--- config.mk ---
export PLATFORM = sky130hd
export DESIGN_NAME = run_sequencer
export DESIGN_NICKNAME = d
export VERILOG_FILES = /design/src/rtl/run_sequencer_pkg.sv /design/src/rtl/dff.sv /design/src/rtl/run_watchdog.sv /design/src/rtl/run_sequencer.sv
export SDC_FILE = /design/constraint.sdc
export NUM_CORES = 1
export LEC_CHECK = 0
export CAP_MARGIN = 10
export CORE_MARGIN = 3
export CORE_UTILIZATION = 30
export DETAILED_ROUTE_END_ITERATION = 16
export MAX_ROUTING_LAYER = met4
export REMOVE_ABC_BUFFERS = 1
export SETUP_SLACK_MARGIN = 0.3
export SLEW_MARGIN = 25
export SYNTH_ARGS = -nofsm -noshare
export SYNTH_HDL_FRONTEND = slang
export SYNTH_SLANG_ARGS = --single-unit
--- constraint.sdc ---
create_clock -name clk -period 6.2 [get_ports clk]
set_input_delay 0.62 -clock clk [delete_from_list [all_inputs] [get_ports clk]]
set_output_delay 0.62 -clock clk [all_outputs]
set_load 0.01 [all_outputs]
--- src/rtl/run_sequencer_pkg.sv ---
// run_sequencer_pkg: state and flag types shared by the run sequencer and its cells
package run_sequencer_pkg;
    typedef enum logic [2:0] {IDLE, START, WAIT_FILL, WAIT_LOAD, RUN, STOP} runSeqStateType;
    typedef struct packed {
        logic done;
        logic aborted;
        logic timed_out;
        logic pending;
        logic fill_seen;
        logic load_seen;
    } runSeqFlagsType;
endpackage

--- src/rtl/dff.sv ---
// dff: register of any packed type, synchronously cleared to zero
module dff #(
    parameter type T = logic
) (
    input  logic clk,
    input  logic rst,
    input  T     i_d,
    output T     o_q
);
    always_ff @(posedge clk) o_q <= rst ? T'(0) : i_d;
endmodule

--- src/rtl/run_watchdog.sv ---
// run_watchdog: counts write-free enabled cycles; expires in the cycle the count reaches the limit
module run_watchdog #(
    parameter int timeoutWidth = 16
) (
    input  logic                    clk,
    input  logic                    rst,
    input  logic                    i_clear,
    input  logic                    i_enable,
    input  logic                    i_kick,
    input  logic [timeoutWidth-1:0] i_limit,
    output logic                    o_expired
);
    logic [timeoutWidth-1:0] r_count, w_count_nxt;
    assign w_count_nxt = i_clear ? '0 : !i_enable ? r_count : i_kick ? '0 : r_count + 1'b1;
    assign o_expired   = i_enable && (r_count + 1'b1 == i_limit);
    dff #(.T(logic [timeoutWidth-1:0])) u_count (.clk(clk), .rst(rst), .i_d(w_count_nxt), .o_q(r_count));
endmodule

--- src/rtl/run_sequencer.sv ---
// run_sequencer: launches the array fsm, counts result batches, stops it on completion, abort or watchdog
module run_sequencer
    import run_sequencer_pkg::*;
#(
    parameter int words         = 2,
    parameter int addressWidth  = $clog2(words),
    parameter int runCountWidth = 16,
    parameter int timeoutWidth  = 16
) (
    input  logic                     clk,
    input  logic                     rst,
    input  logic                     cfgValid,
    output logic                     cfgReady,
    input  logic [runCountWidth-1:0] cfgRuns,
    input  logic [timeoutWidth-1:0]  cfgTimeout,
    input  logic                     abort,
    output logic                     fsmStart,
    output logic                     fsmInterrupt,
    input  logic                     fsmFillingInputMemories,
    input  logic                     fsmLoadingWeights,
    input  logic                     fsmWxyzWriteEnable,
    output logic                     busy,
    output logic                     done,
    output logic                     aborted,
    output logic                     timedOut,
    output logic [runCountWidth-1:0] runsCompleted
);
    runSeqStateType           r_state, w_state_nxt;
    runSeqFlagsType           r_flags, w_flags_nxt;
    logic [runCountWidth-1:0] r_runs, w_runs_nxt, r_completed, w_completed_nxt;
    logic [timeoutWidth-1:0]  r_timeout, w_timeout_nxt;
    logic [addressWidth-1:0]  r_word, w_word_nxt;
    logic                     w_accept, w_count, w_wrap, w_expired;

    assign cfgReady        = r_state == IDLE;
    assign w_accept        = cfgValid && cfgReady;
    assign w_count         = fsmWxyzWriteEnable && (r_state == WAIT_LOAD || r_state == RUN);
    assign w_wrap          = w_count && r_word == addressWidth'(words - 1);
    assign w_word_nxt      = (w_accept || w_wrap) ? '0 : w_count ? r_word + 1'b1 : r_word;
    assign w_completed_nxt = w_accept ? '0 : (w_wrap && ~&r_completed) ? r_completed + 1'b1 : r_completed;
    assign w_runs_nxt      = w_accept ? cfgRuns : r_runs;
    assign w_timeout_nxt   = w_accept ? cfgTimeout : r_timeout;

    run_watchdog #(.timeoutWidth(timeoutWidth)) u_watchdog (
        .clk      (clk),
        .rst      (rst),
        .i_clear  (w_accept),
        .i_enable (r_state == RUN && r_timeout != '0),
        .i_kick   (fsmWxyzWriteEnable),
        .i_limit  (r_timeout),
        .o_expired(w_expired)
    );

    // the fsm ignores interrupt until running, so early aborts wait for RUN
    always_comb begin
        w_state_nxt         = r_state;
        w_flags_nxt         = r_flags;
        w_flags_nxt.done    = 1'b0;
        w_flags_nxt.pending = r_flags.pending || (abort && r_state != IDLE);
        case (r_state)
            IDLE: if (cfgValid) begin
                w_flags_nxt      = '0;
                w_flags_nxt.done = cfgRuns == '0;
                w_state_nxt      = cfgRuns == '0 ? IDLE : START;
            end
            START: w_state_nxt = WAIT_FILL;
            WAIT_FILL: begin
                w_flags_nxt.fill_seen = r_flags.fill_seen || fsmFillingInputMemories;
                w_state_nxt           = (r_flags.fill_seen && !fsmFillingInputMemories) ? WAIT_LOAD : WAIT_FILL;
            end
            WAIT_LOAD: begin
                w_flags_nxt.load_seen = r_flags.load_seen || fsmLoadingWeights;
                w_state_nxt           = (r_flags.load_seen && !fsmLoadingWeights) ? RUN : WAIT_LOAD;
            end
            RUN: begin
                if (w_completed_nxt >= r_runs) begin
                    w_state_nxt = STOP;
                end else if (abort || r_flags.pending) begin
                    w_state_nxt         = STOP;
                    w_flags_nxt.aborted = 1'b1;
                end else if (w_expired) begin
                    w_state_nxt           = STOP;
                    w_flags_nxt.timed_out = 1'b1;
                end
            end
            STOP: begin
                w_state_nxt      = IDLE;
                w_flags_nxt.done = 1'b1;
            end
            default: w_state_nxt = IDLE;
        endcase
    end

    dff #(.T(runSeqStateType))            u_state    (.clk(clk), .rst(rst), .i_d(w_state_nxt),     .o_q(r_state));
    dff #(.T(runSeqFlagsType))            u_flags    (.clk(clk), .rst(rst), .i_d(w_flags_nxt),     .o_q(r_flags));
    dff #(.T(logic [runCountWidth-1:0])) u_runs     (.clk(clk), .rst(rst), .i_d(w_runs_nxt),      .o_q(r_runs));
    dff #(.T(logic [runCountWidth-1:0])) u_complete (.clk(clk), .rst(rst), .i_d(w_completed_nxt), .o_q(r_completed));
    dff #(.T(logic [timeoutWidth-1:0]))  u_timeout  (.clk(clk), .rst(rst), .i_d(w_timeout_nxt),   .o_q(r_timeout));
    dff #(.T(logic [addressWidth-1:0]))  u_word     (.clk(clk), .rst(rst), .i_d(w_word_nxt),      .o_q(r_word));

    assign fsmStart      = r_state == START;
    assign fsmInterrupt  = r_state == STOP;
    assign busy          = !cfgReady;
    assign done          = r_flags.done;
    assign aborted       = r_flags.aborted;
    assign timedOut      = r_flags.timed_out;
    assign runsCompleted = r_completed;
endmodule

* After elaboration in Yosys (flattened, before gate mapping)
Index checks and enable logic that the tools add are counted.
** Cells by class
- Add/subtract/negate cells :: 3
- Order comparisons :: 1
- Equality and inequality tests :: 12
- Mux-type cells :: 21
- Reductions and logical operators :: 34
** Operators by type and width (number)
- 2-to-1 mux 16 bit :: 3
- adder 16 x 1 -> 16 bit (second input constant) :: 2
- == test 16 bit :: 1
- greater-or-equal comparator 16 bit :: 1
- zero test 16 bit :: 1
- AND reduction 16 bit :: 1
- nonzero test 16 bit :: 1
- 2-to-1 mux 3 bit :: 5
- case mux 3 bit (5 select lines) :: 1
- logical AND 1 bit :: 9
- == test 3 x 2 -> 1 bit (second input constant) :: 2
- == test 3 bit (second input constant) :: 2
- logical OR 1 bit :: 6
- 2-to-1 mux 1 bit :: 6
- 2-to-1 mux 6 bit :: 1
- inequality test 2 bit (second input constant) :: 3
- case mux 1 bit (2 select lines) :: 3
- AND reduction 2 bit :: 3
- nonzero test 2 bit :: 3
- AND reduction 5 bit :: 1
- zero test 1 bit :: 4
- inequality test 2 x 1 -> 1 bit (second input constant) :: 2
- inequality test 4 x 1 -> 1 bit (second input constant) :: 1
- case mux 2 bit (2 select lines) :: 1
- other kinds (7) :: 8
** Storage, ports and cells
- Bits in registers :: 74
- Input bits :: 39
- Output and inout bits :: 23
- Logic and storage cells :: 83

* Longest topological paths before layout
Gate-level depths: netlist (run 1).
- Depth after elaboration :: 10
- Gate-level depth with buffers :: 15
- Depth with buffers taken out :: 13

* Cells and area by module
From an unflattened synthesis (run 1), not the netlist that was laid out.
** Unflattened totals
- Cell total of the unflattened synthesis :: 589
- Area, all modules :: 4720.8 um2
** By module, submodules not included
- dff at u_complete ... :: times used 4, cells each 33, area an instance 464.2 um2
- run_sequencer :: times used 1, cells each 273, area an instance 1607.8 um2
- run_watchdog :: times used 1, cells each 164, area an instance 985.9 um2
- dff at u_flags :: times used 1, cells each 12, area an instance 157.7 um2
- dff at u_state :: times used 1, cells each 6, area an instance 78.8 um2
- dff at u_word :: times used 1, cells each 2, area an instance 33.8 um2

* Worst setup path after synthesis (run 1)
Ideal clock, no wire load.
- Path kind :: reg-to-reg
- From :: reg u_complete.o_q[3] in the netlist's numbering
- To :: reg u_state.o_q[0] in the netlist's numbering
- Setup time :: 0.118 ns
- Arrival time :: 3.001 ns
- Data required time :: 6.082 ns
- Path slack :: 3.081 ns
- Stages on the path, launching flop included :: 14
- Period minus slack after synthesis :: 3.119 ns
- Cells stage by stage :: dfxtp_1 -> nand4_2 -> nor4_4 -> a31o_1 -> buf_6 -> nor3_2 -> xnor2_1 -> nor2_1 -> ha_1 -> a211o_1 -> a211o_1 -> a211oi_1 -> o21a_1 -> a21oi_1
** RTL lines
- start, declared :: RTL line dff.sv:8 : output T o_q
- start signal, assigned :: RTL line dff.sv:10 : always_ff @(posedge clk) o_q <= rst ? T'(0) : i_d;
- end signal, assigned :: RTL line dff.sv:10
- end, declared :: RTL line dff.sv:8

==> flow_metrics.tcl, run 1 <==
set metrics [dict create \
    yosysSeqAreaShare_pct 34.7 \
    clock_skew_ns 0.00692 \
    hold_viol_final 0 \
    period_share_pct 61.8 \
    grt_max_degree 49 \
    cts_max_level 3 \
    numPortBuffers 61 \
    ys_async_sr_fraction_pct 0 \
    r2r_setup_slack_ns 2.37 \
    start_util_pct 31.5 \
    critPathSlowestCell "a31o_1" \
    fillCellCount 1398 \
    p_per_area_nw_per_um2 230 \
    syn_area_um2 4270 \
    postRouteAntennaNets 0 \
    p_sw_share_pct 25.6 \
    status "finished, final reports clean" \
    nets 648 \
    area_delta_synth_final_pct 23.7 \
    cts_max_path_buffers 2 \
    dpl_worst_slack_ns 2.24 \
    die_h_um 125 \
    antenna_cells 0 \
    slew_viol_final 0 \
    setup_viol 0 \
    critPathMaxStageDelay_ns 0.56 \
    root_buffer "clkbuf_16" \
    r2r_end "u_flags.o_q[4]" \
    dp_cells 756 \
    hold_path_class "reg2reg" \
    synthFlopType "dfxtp_1" \
    switchingPower_uw 311 \
    worstPathMaxFanout 10 \
    core_um2 13600 \
    fin_util_pct 38.9 \
    num_vias 3992 \
    ys_warn_count 0 \
    p_comb_share_pct 13.5 \
    ys_ff_latch 74 \
    min_path_cells 2 \
    gp_congestion 0.948 \
    drive_gt1_share_pct 6.88 \
    p_seq_share_pct 42.6 \
    startpoint_type "flop" \
    dp_hpwl_mm 8.50 \
    final.setup.tns_ns 0 \
    grt_pass1_wl_mm 19.2 \
    critical_path.top_delay_family "compound AO/OA/AOI/OAI gates" \
    vdd_drop_max_uv 131 \
    cts_tree "yes" \
    finalWirelength_mm 11.4 \
    grt-ovfl-total 0 \
    cts_resized 0 \
    fin_ws_ns 2.37 \
    crit_buf_inv 0 \
    grt_antenna_before_repair 0 \
    clock_sinks 74 \
    p_leak_uw 0.00183 \
    cpMostUsedCell "a211o_1" \
    rows 42 \
    crit_type "reg2reg" \
    crit_path_cell_trace "nand4_2 > nor4_4 > a31o_1 > nor3_2 > xnor2_1 > nor2_1 > ha_1 > a211o_1 > a211o_1 > a211oi_1 > o22ai_1 > a21oi_1" \
    max_slew_margin_pct 58.9 \
    drc 0 \
    drt_iter0_drc 246 \
    rsz0062_at_grt "false" \
    end_kind "flop" \
    maxCapViolCount 0 \
    die_area_um2 15700 \
    ctsHoldBuffers 0 \
    min_to "u_runs.o_q[1]" \
    worstSkewPairLatency_ns 0.34 \
    drt_first_pass_iters 4 \
    synth_top_area_share_pct 34.7 \
    grt_pass1_vias 4066 \
    cp.arrival_ns 4.09 \
    power.internal_uw 904 \
    post_cts_buffers 0 \
    fin_crit_ns 3.83 \
    drt-vias-per-instance 5.17 \
    fmax_mhz 261 \
    yosysTopAreaCell "dfxtp_1" \
    stdcell_count 772 \
    wl_per_cell_um 14.8 \
    power_frac_clock_pct 43.9 \
    cp.required_ns 6.47 \
    worst_slew_pin_slew_ns 0.617 \
    r2r-start "u_complete.o_q[3]" \
    reg2reg_depth 12 \
    hold_start "u_runs.o_q[1]" \
    netlist_instances 544 \
    ys_types 60 \
    synth_edf_count 0 \
    die_w_um 125 \
    synth_area_per_cell_um2 7.85 \
    cts_made_buffers 9 \
    grt_use_total_pct 15.1 \
    clk_pin_slew_ns 0.06 \
    ios 62 \
    yosys-top-cells-area "dfxtp_1 (35%), nand2_1 (7.7%), a21oi_1 (6.8%)" \
]
-- cell usage in the layout (no fill, tap or decap), drive strengths merged, types with 4 or more instances in the layout --
cell type / synthesis / routed
ha: 18 / 18
or3: 5 / 5
nor2: 69 / 69
o211ai: 6 / 6
xor2: 12 / 12
a31oi: 4 / 4
dfxtp: 74 / 74
a211oi: 4 / 4
o21ai: 20 / 20
inv: 24 / 24
buf: 19 / 5
nand3: 11 / 11
nor3: 10 / 10
nand4: 14 / 14
nand2b: 5 / 5
nand2: 88 / 88
clkbuf: 11 / 12
a21oi: 58 / 58
xnor2: 25 / 25
nand3b: 6 / 6
and2: 4 / 4
nor4: 15 / 15
clkdlybuf4s50: 0 / 61
or4: 4 / 4
-- flip-flops by register name, indices dropped and copies added (netlist names) --
| signal | cells |
|---|---|
| u_complete.o_q | 16 |
| u_runs.o_q | 16 |
| u_timeout.o_q | 16 |
| u_watchdog.u_count.o_q | 16 |
| u_flags.o_q | 6 |
| u_state.o_q | 3 |
| u_word.o_q | 1 |
-- metal layers --
layer	vias up	routed length, um	GRT usage [%]
met5	-	0	-
met4	0	227	5.04
li1	1991	-	-
met1	1866	4990	17.6
met3	22	596	3.67
met2	113	5630	25.7
-- synth_stat cells, types with 5 or more instances --
| cell | count |
|---|---|
| or3_1 | 5 |
| nor4_1 | 10 |
| o211ai_1 | 5 |
| nor3_2 | 6 |
| nand3_1 | 10 |
| ha_1 | 18 |
| nand4_1 | 12 |
| a21oi_1 | 58 |
| inv_1 | 24 |
| xor2_1 | 12 |
| nand2b_1 | 5 |
| buf_2 | 13 |
| o21ai_0 | 19 |
| xnor2_1 | 24 |
| dfxtp_1 | 74 |
| nand2_1 | 88 |
| nand3b_1 | 6 |
| clkbuf_1 | 11 |
| nor2_1 | 69 |
-- area by class of cell --
type / instances / area [um2] / area share, %
clock buffers: 12 / 256 / 4.86
clock inverters: 4 / 50.0 / 0.948
inverters: 24 / 90.1 / 1.71
multi-input cells: 416 / 2530 / 48.0
flip-flops and latches: 74 / 1480 / 28.1
well taps: 176 / 220 / 4.17
repair buffers: 66 / 648 / 12.3
-- logic make-up after synthesis --
logic type	share of synthesized area, %
DFF	34.7
adders and majority gates	5.28
buffers and inverters	5.92
muxes	0.235
and+or+nand+nor	29.8
AOI/OAI and AO/OA	16.3
xor gates and xnor gates	7.77
-- stage by stage --
stage / hold WS (ns) / area, um2 / power [uW]
4_1_cts: 0.456 / 5280 / 1230
3_5_place_dp: 0.448 / 4970 / 694
6_report: 0.454 / 5280 / 1210
2_1_floorplan: 0.429 / 4110 / 616
5_1_grt: 0.478 / 5280 / 1270
3_3_place_gp: 0.442 / 4970 / 692
-- how the worst max path moves through the flow --
stage | to | start | cells after the start | slack [ns]
after CTS | u_state.o_q[0] | u_complete.o_q[3] | 12 | 2.43
final | u_flags.o_q[4] | u_complete.o_q[3] | 12 | 2.37
after global placement | u_state.o_q[0] | fsmWxyzWriteEnable | 13 | 2.33
after floorplan | u_state.o_q[0] | u_state.o_q[0] | 9 | 2.78
after global routing | u_flags.o_q[4] | u_complete.o_q[3] | 12 | 2.06
after detailed placement | u_state.o_q[0] | fsmWxyzWriteEnable | 13 | 2.24
-- worst register-to-register path, cell delays in order, from the launching register on --
cell      delay (ns)
dfxtp_1         0.49
nand4_2         0.28
nor4_4          0.43
a31o_1          0.56
nor3_2          0.10
xnor2_1         0.22
nor2_1          0.09
ha_1            0.33
a211o_1         0.30
a211o_1         0.27
a211oi_1        0.40
o22ai_1         0.16
a21oi_1         0.14
-- power by group through the flow --
stage	Clock, uW	Combinational, uW	Sequential, uW
2_1_floorplan	0	95.0	521
3_3_place_gp	0	164	528
3_5_place_dp	0	166	528
4_1_cts	543	167	518
5_1_grt	563	185	521
6_report	533	164	518
(Power assumes the default switching activity.)
==> run 2: changes to the inputs <==
==> constraint.sdc (replaced) <==
create_clock -name clk -period 3.9 [get_ports clk]
set_input_delay 0.39 -clock clk [delete_from_list [all_inputs] [get_ports clk]]
set_output_delay 0.39 -clock clk [all_outputs]
set_load 0.01 [all_outputs]
==> flow_metrics.tcl, run 2 (same netlist as run 1, synthesis figures left out) <==
set metrics [dict create \
    status "finished, final reports clean" \
    fin_ws_ns 0.586 \
    p_per_area_nw_per_um2 376 \
    drive_gt1_share_pct 7.69 \
    cts_max_level 3 \
    clk_pin_slew_ns 0.06 \
    gp_congestion 0.930 \
    drt_iter0_drc 248 \
    postRouteAntennaNets 0 \
    worst_slew_pin_slew_ns 0.562 \
    cp.required_ns 4.13 \
    clock_sinks 74 \
    hold_path_class "reg2reg" \
    dpl_worst_slack_ns 0.257 \
    die_w_um 125 \
    worstSkewPairLatency_ns 0.34 \
    nets 651 \
    grt_pass1_wl_mm 19.8 \
    worstPathMaxFanout 9 \
    fmax_mhz 302 \
    num_vias 3977 \
    final.setup.tns_ns 0 \
    drt_first_pass_iters 4 \
    setup_viol 0 \
    cts_tree "yes" \
    die_h_um 125 \
    max_slew_margin_pct 62.2 \
    start_util_pct 31.5 \
    final_cell_mix "nand2_1 (88), dfxtp_1 (74), nor2_1 (69), clkdlybuf4s50_1 (61), a21oi_1 (58)" \
    maxCapViolCount 0 \
    drc 0 \
    ctsHoldBuffers 0 \
    drt-vias-per-instance 5.14 \
    crit_type "reg2reg" \
    ios 62 \
    finalWirelength_mm 11.9 \
    layout_commonest_cell "nand2_1" \
    p_leak_uw 0.00186 \
    antenna_cells 0 \
    area_delta_synth_final_pct 25.0 \
    grt_use_total_pct 15.7 \
    rows 42 \
    grt_antenna_before_repair 0 \
    rsz0062_at_grt "false" \
    grt_pass1_vias 4066 \
    root_buffer "clkbuf_16" \
    clock_skew_ns 0.00822 \
    core_um2 13600 \
    numPortBuffers 61 \
    cts_max_path_buffers 2 \
    startpoint_type "flop" \
    slew_viol_final 0 \
    die_area_um2 15700 \
    end_kind "flop" \
    period_share_pct 85.0 \
    fin_crit_ns 3.31 \
    dp_hpwl_mm 8.91 \
    grt-ovfl-total 0 \
    post_cts_buffers 0 \
    vdd_drop_max_uv 190 \
    grt_max_degree 41 \
    cp.arrival_ns 3.54 \
    hold_viol_final 0 \
    wl_per_cell_um 15.4 \
    cts_made_buffers 9 \
]
run 2: final cells by class:
| cell class | count | area, um2 |
|---|---|---|
| clock buffer | 11 | 253 |
| clock inverter | 4 | 73.8 |
| fill | 1390 | 8220 |
| inverter | 24 | 90.1 |
| multi-input combinational | 416 | 2550 |
| sequential | 74 | 1480 |
| tap | 176 | 220 |
| timing repair buffer | 69 | 671 |
run 2: metal layers:
metal,global-route usage [%],vias up,share of wire (%)
met3,3.58,20,4.5
met1,18.5,1876,44
li1,-,1986,-
met4,5.29,0,1.8
met2,26.5,95,50
met5,-,-,0
run 2: worst max-delay path: stages, from the launching register on:
cell,delay [ns]
dfxtp_1,0.52
and3b_1,0.31
o211ai_2,0.15
a311oi_2,0.38
nand2_1,0.12
xor2_1,0.23
nor2_1,0.08
ha_1,0.32
a21o_1,0.18
a211oi_1,0.29
nand2_1,0.11
a211oi_2,0.29
o21a_1,0.17
a21oi_1,0.05
run 2: repair_timing:
action	in CTS	in global routing
pin swaps	0	1
gates resized for setup	1	2
setup endpoints to repair	3	3
run 2: where the power goes:
| part | leakage [uW] | switching [uW] | internal [uW] |
|---|---|---|---|
| clock network | 0.000162 | 321 | 593 |
| registers | 0.000601 | 33.8 | 789 |
| logic | 0.00110 | 147 | 120 |
| total | 0.00186 | 502 | 1500 |
run 2: worst paths after layout:
check                                       to  slack [ns]  cells past startpoint            from
worst max-delay path            u_state.o_q[0]        0.59                     13  u_state.o_q[0]
worst min-delay path            u_runs.o_q[13]        0.46                      2  u_runs.o_q[13]
worst max register to register  u_state.o_q[0]        0.59                     13  u_state.o_q[0]
worst min register to register  u_runs.o_q[13]        0.46                      2  u_runs.o_q[13]
run 2: stage by stage:
| step | power [uW] | cell area, um2 | hold slack, ns | util (%) | cells |
|---|---|---|---|---|---|
| final | 2000 | 5340 | 0.458 | 39.4 | 774 |
| after global routing | 2090 | 5340 | 0.482 | 39.4 | 774 |
| after CTS | 2030 | 5320 | 0.459 | 39.3 | 774 |
| after detailed placement | 1110 | 5000 | 0.450 | 36.8 | 759 |
| after global placement | 1100 | 5000 | 0.441 | 36.8 | 759 |
| after floorplan | 980 | 4110 | 0.429 | - | 514 |
==> run 3: changes to the inputs <==
==> constraint.sdc (replaced) <==
create_clock -name clk -period 2.8 [get_ports clk]
set_input_delay 0.28 -clock clk [delete_from_list [all_inputs] [get_ports clk]]
set_output_delay 0.28 -clock clk [all_outputs]
set_load 0.01 [all_outputs]
==> flow_metrics.tcl, run 3 (same netlist as run 1, synthesis figures left out) <==
set metrics [dict create \
    crit_path_cell_trace "nor3b_4 > o211ai_2 > a31o_4 > buf_4 > nor4_4 > xnor2_1 > nor2_1 > ha_1 > a21o_1 > a211oi_2 > nand2b_1 > a31oi_2 > o211ai_1 > o21ai_1" \
    gp_congestion 0.920 \
    worstSkewPairLatency_ns 0.34 \
    startpoint_type "flop" \
    final.setup.tns_ns -0.443 \
    violations "negative setup slack" \
    reg2reg_depth 14 \
    postRouteAntennaNets 0 \
    drt_first_pass_iters 5 \
    clk_pin_slew_ns 0.06 \
    root_buffer "clkbuf_16" \
    nets 703 \
    dp_hpwl_mm 9.62 \
    worstPathMaxFanout 6 \
    fillCellCount 1374 \
    die_w_um 125 \
    hold_path_class "reg2reg" \
    hold_viol_final 0 \
    rsz0062_at_grt "true" \
    rows 42 \
    cts_made_buffers 9 \
    clock_skew_ns 0.00451 \
    min_path_cells 2 \
    final_cell_mix "nand2_1 (87), nor2_1 (69), dfxtp_1 (65), clkdlybuf4s50_1 (61)" \
    vdd_drop_max_uv 258 \
    critPathMaxStageDelay_ns 0.34 \
    die_area_um2 15700 \
    r2r-start "u_state.o_q[0]" \
    hold_ws_ns 0.459 \
    core_um2 13600 \
    drive_gt1_share_pct 17.5 \
    grt-ovfl-total 0 \
    cts_max_path_buffers 2 \
    p_leak_uw 0.00215 \
    finalWirelength_mm 12.9 \
    layout_commonest_cell "nand2_1" \
    cp.required_ns 3.07 \
    p_total_uw 2990 \
    ctsHoldBuffers 0 \
    hold_start "u_runs.o_q[14]" \
    wl_per_cell_um 15.6 \
    crit_buf_inv 1 \
    drt-vias-per-instance 5.10 \
    cts_max_level 3 \
    numPortBuffers 61 \
    critPathSlowestCell "dfxtp_2" \
    end_kind "flop" \
    drc 0 \
    fin_crit_ns 2.96 \
    period_share_pct 106 \
    max_slew_margin_pct 60.2 \
    fin_util_pct 43.2 \
    start_util_pct 31.5 \
    setup_viol 3 \
    status "finished with violations" \
    multi_input_area_um2 2600 \
    antenna_cells 0 \
    drt_iter0_drc 273 \
    critical_path.top_delay_family "compound AO/OA/AOI/OAI gates" \
    grt_max_degree 37 \
    num_vias 4214 \
    crit_type "reg2reg" \
    ios 62 \
    p_per_area_nw_per_um2 510 \
    grt_antenna_before_repair 0 \
    grt_pass1_wl_mm 21.4 \
    cts_tree "yes" \
    area_delta_synth_final_pct 37.3 \
    path_depth 14 \
    fmax_mhz 338 \
    grt_use_total_pct 17.2 \
    clock_sinks 74 \
    die_h_um 125 \
    slew_viol_final 0 \
    crit_path_start "u_state.o_q[0]" \
    grt_pass1_vias 4422 \
    seq_area_um2 1490 \
    fin_ws_ns -0.159 \
    worst_slew_pin_slew_ns 0.591 \
    maxCapViolCount 0 \
    cp.arrival_ns 3.23 \
]
[run 3: report_power, final]
part	total [uW]	switching, uW	internal (uW)	leakage (uW)
sequential	1140	43.2	1100	0.000605
clock	1430	445	983	0.000180
combinational	414	220	194	0.00137
[run 3: layer usage]
| metal | GRT usage (%) | vias up | wire length (um) |
|---|---|---|---|
| li1 | - | 2085 | - |
| met1 | 20.3 | 1980 | 5610 |
| met2 | 28.4 | 118 | 6350 |
| met3 | 4.69 | 31 | 636 |
| met4 | 5.80 | 0 | 284 |
| met5 | - | - | 0 |
[run 3: final timing paths]
path                    endpoint  slack, ns
hold reg to reg   u_runs.o_q[14]       0.46
hold / removal    u_runs.o_q[14]       0.46
setup reg to reg  u_flags.o_q[3]      -0.16
setup / recovery  u_flags.o_q[3]      -0.16
[run 3: worst register-to-register path, stage by stage, from the launching register on]
cell	delay [ns]
dfxtp_2	0.34
nor3b_4	0.22
o211ai_2	0.17
a31o_4	0.28
buf_4	0.14
nor4_4	0.23
xnor2_1	0.18
nor2_1	0.07
ha_1	0.19
a21o_1	0.17
a211oi_2	0.27
nand2b_1	0.10
a31oi_2	0.26
o211ai_1	0.15
o21ai_1	0.13
[run 3: stage by stage]
step | cells | setup slack [ns] | cell area, um2
global placement | 804 | -0.492 | 5360
floorplan | 514 | -0.621 | 4110
global route | 827 | -0.326 | 5860
CTS | 825 | -0.199 | 5820
detailed placement | 804 | -0.540 | 5360
finish | 827 | -0.159 | 5860
[run 3: area by class of cell]
class	count	area share [%]
repair buffers	121	18.5
inverters	24	1.54
well taps	176	3.76
multi-input cells	416	44.4
clock buffers	11	4.14
clock inverters	5	2.14
flip-flops and latches	74	25.5
[run 3: what timing repair did]
| item | in CTS | in global routing |
|---|---|---|
| hold endpoints to repair | 0 | 0 |
| resized for setup | 12 | 9 |
| buffers inserted | 5 | 2 |
| setup endpoints to repair | 3 | 3 |
| pin swaps | 18 | 11 |
